===== config.mk =====
export PLATFORM = sky130hd
export DESIGN_NAME = mem_port_arbiter
export DESIGN_NICKNAME = d
export VERILOG_FILES = /design/src/rtl/mem_port_arbiter.sv
export SDC_FILE = /design/constraint.sdc
export NUM_CORES = 1
export LEC_CHECK = 0
export BUFFER_PORTS_ARGS = -buffer_cell sky130_fd_sc_hd__buf_2
export CORE_UTILIZATION = 48
export CTS_CLUSTER_SIZE = 28
export DETAILED_ROUTE_END_ITERATION = 7
export GPL_ROUTABILITY_DRIVEN = 0
export PLACE_DENSITY = 0.85
export SYNTH_ARGS = -nofsm -noshare
export SYNTH_HDL_FRONTEND = slang
export SYNTH_SLANG_ARGS = --single-unit

===== constraint.sdc =====
create_clock -name clk_in -period 4.7 [get_ports clk_in]
set_clock_uncertainty 0.05 [all_clocks]
set_input_delay 0.235 -clock clk_in [delete_from_list [all_inputs] [get_ports clk_in]]
set_output_delay 0.235 -clock clk_in [all_outputs]
set_load 0.02 [all_outputs]

===== src/rtl/mem_port_arbiter.sv =====
// Arbitrates the single memory adaptor between icache fetch and LSU data ports.
// Ports: clk_in/rst_in/rdy_in, flush_pipline, ins_* fetch port, data_* LSU port, mem_* adaptor port.
module mem_port_arbiter #(
  parameter int STARVE_LIMIT = 4,
  parameter int CNT_W        = 3
) (
  input  logic        clk_in,
  input  logic        rst_in,
  input  logic        rdy_in,
  input  logic        flush_pipline,
  input  logic        ins_req,
  input  logic [31:0] ins_addr,
  output logic [31:0] ins_data,
  output logic        ins_done,
  input  logic        data_req,
  input  logic [31:0] data_addr,
  input  logic        data_is_write,
  input  logic [1:0]  data_width,
  input  logic [31:0] data_wdata,
  output logic [31:0] data_rdata,
  output logic        data_done,
  output logic        mem_req,
  output logic [31:0] mem_addr,
  output logic        mem_is_write,
  output logic [1:0]  mem_width,
  output logic [31:0] mem_wdata,
  input  logic [31:0] mem_rdata,
  input  logic        mem_done
);

  typedef enum logic [1:0] {
    IDLE,
    BUSY_INS,
    BUSY_DATA,
    DRAIN
  } state_t;

  localparam logic [CNT_W-1:0] LIMIT   = CNT_W'(STARVE_LIMIT);
  localparam logic [CNT_W-1:0] CNT_MAX = '1;

  state_t           state;
  state_t           state_nxt;
  logic [CNT_W-1:0] cnt;

  logic ins_eff;
  logic data_eff;
  logic ins_wins;
  logic grant_i;
  logic grant_d;
  logic fin_i;
  logic fin_d;

  // A request whose done pulse is showing is the one just served;
  // masking it stops an immediate re-grant of the same transaction.
  always_comb begin
    ins_eff  = ins_req & ~ins_done;
    data_eff = data_req & ~data_done;
    ins_wins = ins_eff & ~flush_pipline &
               (~data_eff | (cnt >= LIMIT));
    grant_i   = 1'b0;
    grant_d   = 1'b0;
    fin_i     = 1'b0;
    fin_d     = 1'b0;
    state_nxt = state;
    unique case (state)
      IDLE: begin
        if (ins_wins) begin
          grant_i   = 1'b1;
          state_nxt = BUSY_INS;
        end else if (data_eff) begin
          grant_d   = 1'b1;
          state_nxt = BUSY_DATA;
        end
      end
      BUSY_DATA: begin
        if (mem_done) begin
          fin_d     = 1'b1;
          state_nxt = IDLE;
        end
      end
      BUSY_INS: begin
        if (mem_done) begin
          fin_i     = ~flush_pipline;
          state_nxt = IDLE;
        end else if (flush_pipline) begin
          state_nxt = DRAIN;
        end
      end
      DRAIN: begin
        if (mem_done) state_nxt = IDLE;
      end
      default: state_nxt = IDLE;
    endcase
  end

  always_ff @(posedge clk_in) begin
    if (rst_in) begin
      state <= IDLE;
    end else if (rdy_in) begin
      state <= state_nxt;
    end
  end

  always_ff @(posedge clk_in) begin
    if (rst_in) begin
      mem_req      <= 1'b0;
      mem_addr     <= '0;
      mem_is_write <= 1'b0;
      mem_width    <= '0;
      mem_wdata    <= '0;
      ins_done     <= 1'b0;
      data_done    <= 1'b0;
      ins_data     <= '0;
      data_rdata   <= '0;
      cnt          <= '0;
    end else if (rdy_in) begin
      ins_done  <= fin_i;
      data_done <= fin_d;
      if (fin_i) ins_data <= mem_rdata;
      if (fin_d) data_rdata <= mem_is_write ? '0 : mem_rdata;
      if (grant_i) begin
        mem_req      <= 1'b1;
        mem_addr     <= ins_addr;
        mem_is_write <= 1'b0;
        mem_width    <= 2'd2;
        mem_wdata    <= '0;
        cnt          <= '0;
      end else if (grant_d) begin
        mem_req      <= 1'b1;
        mem_addr     <= data_addr;
        mem_is_write <= data_is_write;
        mem_width    <= data_width;
        mem_wdata    <= data_wdata;
        // Count only data grants that jump ahead of a waiting fetch.
        if (!ins_eff) cnt <= '0;
        else if (cnt != CNT_MAX) cnt <= cnt + 1'b1;
      end else if (mem_done && state != IDLE) begin
        mem_req <= 1'b0;
      end
    end
  end

endmodule


=== After elaboration in Yosys (flattened, before gate mapping) ===
Cells that the tools add are included.

* Register bits: 139
* Output and inout port bits: 134

* Add/subtract/negate cells: 1
* Order comparisons: 1
* Equal/unequal tests: 8
* Muxes and demuxes: 31
* Bitwise gates (word level): 9
* Reduce and logical (&&, ||, !) cells: 12

{| class="wikitable"
|+ Operators with widths
! kind !! count
|-
| 2-to-1 mux 32 bit || 5
|-
| 2-to-1 mux 1 bit || 14
|-
| 2-to-1 mux 2 bit || 7
|-
| 2-to-1 mux 3 bit || 4
|-
| != test 3 bit, second input constant || 3
|-
| AND reduction 2 bit || 4
|-
| one-hot mux 2 bit (3 select lines) || 1
|-
| bitwise AND 1 bit || 4
|-
| equality test 2 bit, second input constant || 2
|-
| inverter 1 bit || 4
|-
| AND reduction 4 bit || 1
|-
| nonzero test 2 bit || 2
|-
| adder 3 x 1 -> 3 bit, second input constant || 1
|-
| greater-or-equal comparator 3 bit, second input constant || 1
|-
| != test 3 x 1 -> 1 bit, second input constant || 1
|-
| AND reduction 3 bit || 1
|-
| nonzero test 3 bit || 1
|-
| equality test 2 x 1 -> 1 bit, second input constant || 1
|-
| logical NOT 2 bit || 1
|-
| != test 2 x 1 -> 1 bit, second input constant || 1
|-
| OR reduction 2 bit || 1
|-
| logical AND 1 bit || 1
|-
| bitwise OR 1 bit || 1
|}

=== Depth between registers and ports, before layout ===
Gate-level depths: netlist (run 1).

* Depth after elaboration: 9
* Gate-level depth with buffers: 7
* Gate-level depth less buffers: 5

=== Least setup slack after synthesis (run 1) ===
Ideal clock, no wire load.

* Kind: flip-flop to flip-flop
* Start point: register ins_done
* End point: register mem_wdata[10]
* Arrival: 1792 ps
* Required time: 4533 ps
* Slack: 2742 ps
* Cell stages (with the launch flop): 6
* Period minus slack after synthesis: 1958 ps
* Path through: dfxtp_1 > or3b_1 > a2111oi_4 > nor2_2 > buf_2 > a22o_1

* Word-level cells in the longest chain between the ends: 8
* Elaborated cells on any way between the ends: 11
* Classes of those cells: mux: 5; bitwise: 4; reduce/logical: 2

{| class="wikitable"
|+ RTL lines
! what !! RTL line !! source
|-
| start: declaration || 14 || <nowiki>output logic ins_done,</nowiki>
|-
| start signal: assignment || 117 || <nowiki>ins_done <= fin_i;</nowiki>
|-
| inverter 1 bit (*) || 56 || <nowiki>ins_eff = ins_req & ~ins_done;</nowiki>
|-
| bitwise AND 1 bit (*) || 56 ||
|-
| bitwise AND 1 bit (*) (2 in series) || 58 || <nowiki>ins_wins = ins_eff & ~flush_pipline &</nowiki>
|-
| 2-to-1 mux 1 bit || 67 || <nowiki>if (ins_wins) begin</nowiki>
|-
| 2-to-1 mux 1 bit || 65 || <nowiki>unique case (state)</nowiki>
|-
| nonzero test 2 bit (no line) || n/a ||
|-
| AND reduction 2 bit (no line) || n/a ||
|-
| end signal: assignment || 133 || <nowiki>mem_wdata <= data_wdata;</nowiki>
|-
| end: declaration || 26 || <nowiki>output logic [31:0] mem_wdata,</nowiki>
|}

Every way passes the cells marked *; elsewhere a longest branch is shown, timed or not.
A chain may end at the register's enable or synchronous reset.

=== Final worst setup path (run 1) ===
* Start point: register ins_done
* End point: register mem_addr[3]

* Word-level cells in the longest chain between the ends: 8
* Elaborated cells on any way between the ends: 11
* Classes of those cells: mux: 5; bitwise: 4; reduce/logical: 2

{| class="wikitable"
|+ RTL lines
! what !! RTL line !! source
|-
| inverter 1 bit (*) || 56 ||
|-
| bitwise AND 1 bit (*) || 56 ||
|-
| bitwise AND 1 bit (*) (2 in series) || 58 ||
|-
| 2-to-1 mux 1 bit || 67 ||
|-
| 2-to-1 mux 1 bit || 65 ||
|-
| nonzero test 2 bit (no line) || n/a ||
|-
| AND reduction 2 bit (no line) || n/a ||
|-
| end signal: assignment || 123 || <nowiki>mem_addr <= ins_addr;</nowiki>
|-
| end signal: assignment || 130 || <nowiki>mem_addr <= data_addr;</nowiki>
|-
| end: declaration || 23 || <nowiki>output logic [31:0] mem_addr,</nowiki>
|}

Marked as above.

==> results of run 1 <==
[state kept, by name (all words and copies together), names as in the netlist]
| register | flops |
|---|---|
| mem_req | 1 |
| ins_data | 32 |
| ins_done | 1 |
| data_rdata | 32 |
| mem_is_write | 1 |
| data_done | 1 |
| cnt | 3 |
| state | 2 |
| mem_width | 2 |
| mem_addr | 32 |
| mem_wdata | 32 |
[cells in the final DEF (no fill, tap or decap), drive strengths merged]
cell type and instances:
nand4b 1, nor2 36, nor2b 1, and3b 1, nor3 1, a31o 1, nand4bb 1, a31oi 33
a32o 2, nand2 133, clkinvlp 2, nor4b 3, clkbuf 18, o211a 1, dfxtp 139, bufinv 4
a211o 1, clkinv 6, and4 1, inv 4, a21oi 69, dlygate4sd3 131, o211ai 2, buf 279
o21a 1, or4b 1, nand2b 2, or3b 1, o21ai 36, a22o 34, a2111oi 1, nor3b 33
ha 2, a211oi 1
[layer usage]
metal  part of all wire  GRT usage  wire length (µm)
met5            0.00057          0                11
met4              0.045      0.185               863
met3              0.079     0.0878              1520
met2               0.51      0.608              9880
met1               0.36      0.372              7040
[worst paths after layout]
kind | slack (ns) | depth (start not counted) | to
min | 0.09 | 3 | state[1]
min reg2reg | 0.40 | 2 | ins_data[27]
max | 1.61 | 6 | mem_addr[3]
max reg2reg | 1.61 | 6 | mem_addr[3]
[cell type report]
type / count / area share
multi-input combinational: 399 / 0.255
tap: 136 / 0.0201
clock inverter: 13 / 0.0228
sequential: 139 / 0.329
timing repair buffer: 410 / 0.322
clock buffer: 18 / 0.0494
inverter: 3 / 0.00133
[kinds of logic (layout without fill, tap and decap cells)]
family,after synthesis,in the layout,synth area share
AND/OR/NAND/NOR,215,215,0.192
buffers and inverters,55,444,0.0432
AO/OA/AOI/OAI,182,182,0.220
flip-flops,139,139,0.540
adder cells (fa/ha/maj),2,2,0.00485
[repair_timing]
action	in CTS	in global routing
buffers inserted	0	0
hold buffers	131	0
gates resized for setup	0	0
endpoints found under the hold margin	99	0
[through the flow]
stage / utilization / hold WS (ns) / power (mW) / instance area (µm²) / setup WS (ns)
final: 0.816 / 0.0935 / 3.09 / 8460 / 1.61
after global routing: 0.816 / 0.0808 / 3.19 / 8460 / 1.48
after CTS: 0.816 / 0.0667 / 3.08 / 8460 / 1.90
after detailed placement: 0.630 / 0.393 / 1.61 / 6540 / 2.26
after global placement: 0.630 / 0.389 / 1.60 / 6540 / 2.35
after floorplan: - / 0.311 / 1.47 / 5160 / 2.74
[power by group]
group	internal (mW)	leakage, nW	switching (mW)
Sequential	1.23	1.13	0.0316
Clock	0.866	0.292	0.512
Combinational	0.211	2.57	0.239
Total	2.31	3.99	0.783
[tightest hold or removal path: stages]
cell,delay [ns]
buf_2,0.14
o211ai_1,0.12
a21oi_1,0.08
==> metrics.txt, run 1 <==
Initial Utilization=0.497; crit path buf inv count=2; crit path time final=3.09 ns; clk_lat worst skew=between 0.4 and 0.5 ns; ys async rst share=0; share of post-route cells with drive strength above 1=0.320; fill count=631; die height=roughly 110 µm; period utilization=0.658; DIE WIDTH=106 µm; delay-heaviest family, CP=buffers and inverters; vias per cell=around 5.4; gr ovfl total=0; Synth area leader=dfxtp_1; outcome=complete, no violations; Syn Inst Count=593; CTS tree=yes; CTS sink cnt=139; clock root buffer master=clkbuf_8; r2r startpoint=ins_done; Post-Syn Area per Cell=8.70 µm²; Nets=about 1.1k; worst stage delay on the critical path=0.60 ns; max_cap viols=0; CP endpoint kind=flop; initial antenna violation count=1; Worst Hold Class=input pin to flop; area growth from synthesis to layout=64.1%; CP arrival=about 3.5 ns; largest cells by area after synthesis=dfxtp_1 (54%), nand2_1 (9.7%), a21oi_1 (6.7%), a22o_1 (5.8%), nor3b_1 (4.8%); HPWL Detailed=9970 µm; 1st-iter DRT viols=557; Unique masters post-synth=35; pin count of the biggest net entering global routing=71; Worst Setup Path Type=flop to flop; Post-synth top cells=dfxtp_1 (139), nand2_1 (133), a21oi_1 (69); slowest CP cell=dlygate4sd3_1; Post-Syn Area=5160 µm²; type of origin of the critical path=flop; worst-case clock buffer depth=2; Ant. Diodes=0; DRT antenna net count=0; DRC viols=0; Tot GR Track Use=0.343; crit path launch=ins_done; row count=37; Core ar.=10400 µm²; Final Non-Filler Cells=1118; Setup violations, final=0; Final Max Slew Viols=0; Seq/Total Area, Yosys=0.540; drt total wl=19300 µm; critical path cell sequence=or3b_1 -> a2111oi_4 -> buf_4 -> o21ai_0 -> a31oi_1 -> dlygate4sd3_1; Port Buf Inserts=between 200 and 300; fmax=0.323 GHz; Final Hold Viols=0; Wirelength per Cell=17.3 µm; Num CTS Buffers=17; Slew headroom=0.264; CP required=5.09 ns; Multi-input gate area=2160 µm²; # H-tree levels=4; vias=6076; number of global-route vias before repair=5984; setup_tns=0 ns; PD cells=365 nW/µm²; ys flop type=dfxtp_1; share of the synthesized area in the top cell type=0.540; Synthesized Nets=733; Register Area=2780 µm²; Crit Path Max Fanout=68; Die Footprint=11200 µm²; IO Count=272; global-route wire length before repair=between 30000 and 40000 µm; maximum vdd drop=0.231 mV; most frequent cell after synthesis=dfxtp_1; #FFs+latches synth=~140; Inst Count DP=between 900 and 1k; RSZ-0062 raised after global routing=false; Yosys warnings=0; Leak=3.99 nW; worst-margin pin slew=1.10 ns; number of flops mapped to enable cells by yosys=0; Clock Pin Slew Worst Setup and Hold Paths=0.07 ns; startpoint of the worst hold path=rdy_in; Pre-Repair DR Iteration Count=5
No activity file was read; power rests on OpenSTA's default activity.
==> run 2, diff against run 1 <==
- CORE_UTILIZATION: 48 -> 45
- PLACE_DENSITY: 0.85 -> 0.8
- clock period: 4.7 -> 3.01 ns (I/O delays scaled with it)
==> run 2 against run 1 <==
Net effect:
- register-to-register slack worse by 1.4 ns
- clock-buffer cell count up 1
- global-route usage down 2.2 points
- critical endpoint is now mem_addr[12]
- worst setup slack worse by 1.4 ns
==> metrics.txt, run 2 (same netlist as run 1, synthesis figures left out) <==
IO Count=272 (unchanged); RSZ-0062 raised after global routing=false; Worst Setup Path Type=flop to flop; Sw Pwr=1.24 mW (+59%); die height=109 µm (+3.2%); Clock Pin Slew Worst Setup and Hold Paths=0.06 ns (about the same); maximum vdd drop=0.428 mV (+85%); r2r startpoint=ins_done; CP endpoint kind=flop; period utilization=0.937 (+0.278); clock share of power=0.447 (about the same); Register Area=2780 µm² (unchanged); startpoint of the worst hold path=rdy_in; clk_lat worst skew=0.42 ns (-0.07 ns); Setup violations, final=0 (unchanged); # H-tree levels=4 (unchanged); max_cap viols=0 (unchanged); outcome=complete, no violations; type of origin of the critical path=flop; share of post-route cells with drive strength above 1=0.322 (+0.00207); number of global-route vias before repair=5930 (-0.90%); fill count=668 (+5.9%); Pre-Repair DR Iteration Count=7 (+2); combinational share of power=0.144 (-0.002); pin count of the biggest net entering global routing=70 (-1.4%); CP required=3.33 ns (-1.76 ns); Endpoint, Worst Hold=state[1]; Final Non-Filler Cells=1127 (+0.81%); DIE WIDTH=109 µm (+3.2%); Core ar.=11000 µm² (+5.9%); global-route wire length before repair=29200 µm (-2.9%); Slew headroom=0.474 (+0.210); CTS tree=yes; Worst Hold Class=input pin to flop; worst-margin pin slew=0.789 ns (-0.315 ns); vias per cell=5.34 (-1.7%); CTS sink cnt=139 (unchanged); vias=6018 (-0.95%); internal power=3.58 mW (+55%); commonest cells after routing, fill and taps aside=buf_2 (271), dfxtp_1 (139), nand2_1 (133); commonest non-fill, non-tap cell in the layout=buf_2; drt total wl=18900 µm (-2.0%); initial antenna violation count=2 (+1); Inst Count DP=962 (+0.63%); fmax=0.355 GHz (+9.7%); Leak=3.99 nW (+0.13%); crit path time final=2.82 ns (-0.275 ns); Reg-to-Reg End=mem_addr[12]; Tot GR Track Use=0.321 (-0.0215); Port Buf Inserts=271 (unchanged); DRT antenna net count=0 (unchanged); Sequential Power Share=0.409 (about the same); R2R depth=6 (unchanged); hold depth=3 (unchanged); Initial Utilization=0.469 (-0.0278); Crit Path Max Fanout=67 (-1.5%); Multi-input gate area=2160 µm² (unchanged); Die Footprint=11900 µm² (+6.5%); Final Max Slew Viols=0 (unchanged); worst reg-to-reg setup slack=0.19 ns (-1.42 ns); HPWL Detailed=9770 µm (-2.0%); 1st-iter DRT viols=600 (+7.7%); row count=38 (+2.7%); worst-case clock buffer depth=2 (unchanged); Wirelength per Cell=16.8 µm (-2.8%); Num CTS Buffers=17 (unchanged); gr ovfl total=0 (unchanged); Sw Ratio=0.257 (+0.00407); PD cells=568 nW/µm² (+56%); setup_tns=0 ns (unchanged); CP arrival=3.14 ns (-0.34 ns); area growth from synthesis to layout=64.6%; Nets=1112 (+0.18%); clock root buffer master=clkbuf_16; Final Hold Viols=0 (unchanged); DRC viols=0 (unchanged); post-CTS setup buffers=0 (unchanged)
[run 2: cell count changes in the layout (fill, tap and decap cells not counted), sizes merged]
cell      before  now
buf          279  281
clkinvlp       2    4
diode          0    2
bufinv         4    3
clkbuf        18   19
inv            4    3
[run 2: timing repair]
action | CTS | global route
resized for setup | 0 | 1
endpoints found under the setup margin | 0 | 17
hold endpoints to repair | 99 | 0
hold buffers | 131 | 0
[run 2: stage by stage]
step	total power, mW	utilization	setup slack, ns	hold slack, ns	area (µm²)
5_1_grt	5.00	0.773	0.0141	0.0326	8490
3_3_place_gp	2.50	0.597	0.912	0.309	6560
3_5_place_dp	2.51	0.597	0.822	0.312	6560
4_1_cts	4.81	0.772	0.256	0.00931	8480
2_1_floorplan	2.30	-	1.05	0.226	5160
6_report	4.82	0.773	0.190	0.0334	8490
[run 2: metal layers]
metal,part of all wire,wire length [µm],global-route usage,up-vias
met5,0,0,0,-
met4,0.045,843,0.195,0
met3,0.080,1520,0.0980,81
met2,0.50,9380,0.548,348
met1,0.38,7190,0.349,2764
li1,-,-,-,2825
[run 2: how the worst max path moves through the flow]
stage / from / slack [ns] / cells past startpoint / endpoint
floorplan: ins_done / 1.05 / 5 / mem_wdata[10]
global placement: ins_done / 0.91 / 5 / mem_addr[16]
detailed placement: ins_done / 0.82 / 5 / mem_addr[17]
CTS: ins_done / 0.26 / 6 / mem_addr[10]
global route: ins_done / 0.01 / 6 / mem_addr[6]
finish: ins_done / 0.19 / 6 / mem_addr[12]
[run 2: critical path: stages, from the launching register on]
cell and delay [ns]:
dfxtp_1 0.35, or3b_1 0.46, a2111oi_4 0.46, buf_6 0.41
o21ai_0 0.19, a31oi_1 0.23, dlygate4sd3_1 0.58
[run 2: power groups by stage]
stage / clock network, mW / registers [mW] / logic [mW]
3_5_place_dp: 0 / 2.00 / 0.507
3_3_place_gp: 0 / 2.00 / 0.502
5_1_grt: 2.28 / 1.98 / 0.746
4_1_cts: 2.18 / 1.96 / 0.664
2_1_floorplan: 0 / 2.09 / 0.201
6_report: 2.16 / 1.97 / 0.696
[run 2: layout make-up]
| type | instances | share of cell area |
|---|---|---|
| Tap cell | 140 | 0.0206 |
| Clock inverter | 13 | 0.0199 |
| Inverter | 3 | 0.00133 |
| Timing Repair Buffer | 412 | 0.324 |
| Clock buffer | 19 | 0.0522 |
| Antenna cell | 2 | 0.000590 |
| Sequential cell | 139 | 0.328 |
| Multi-Input combinational cell | 399 | 0.254 |
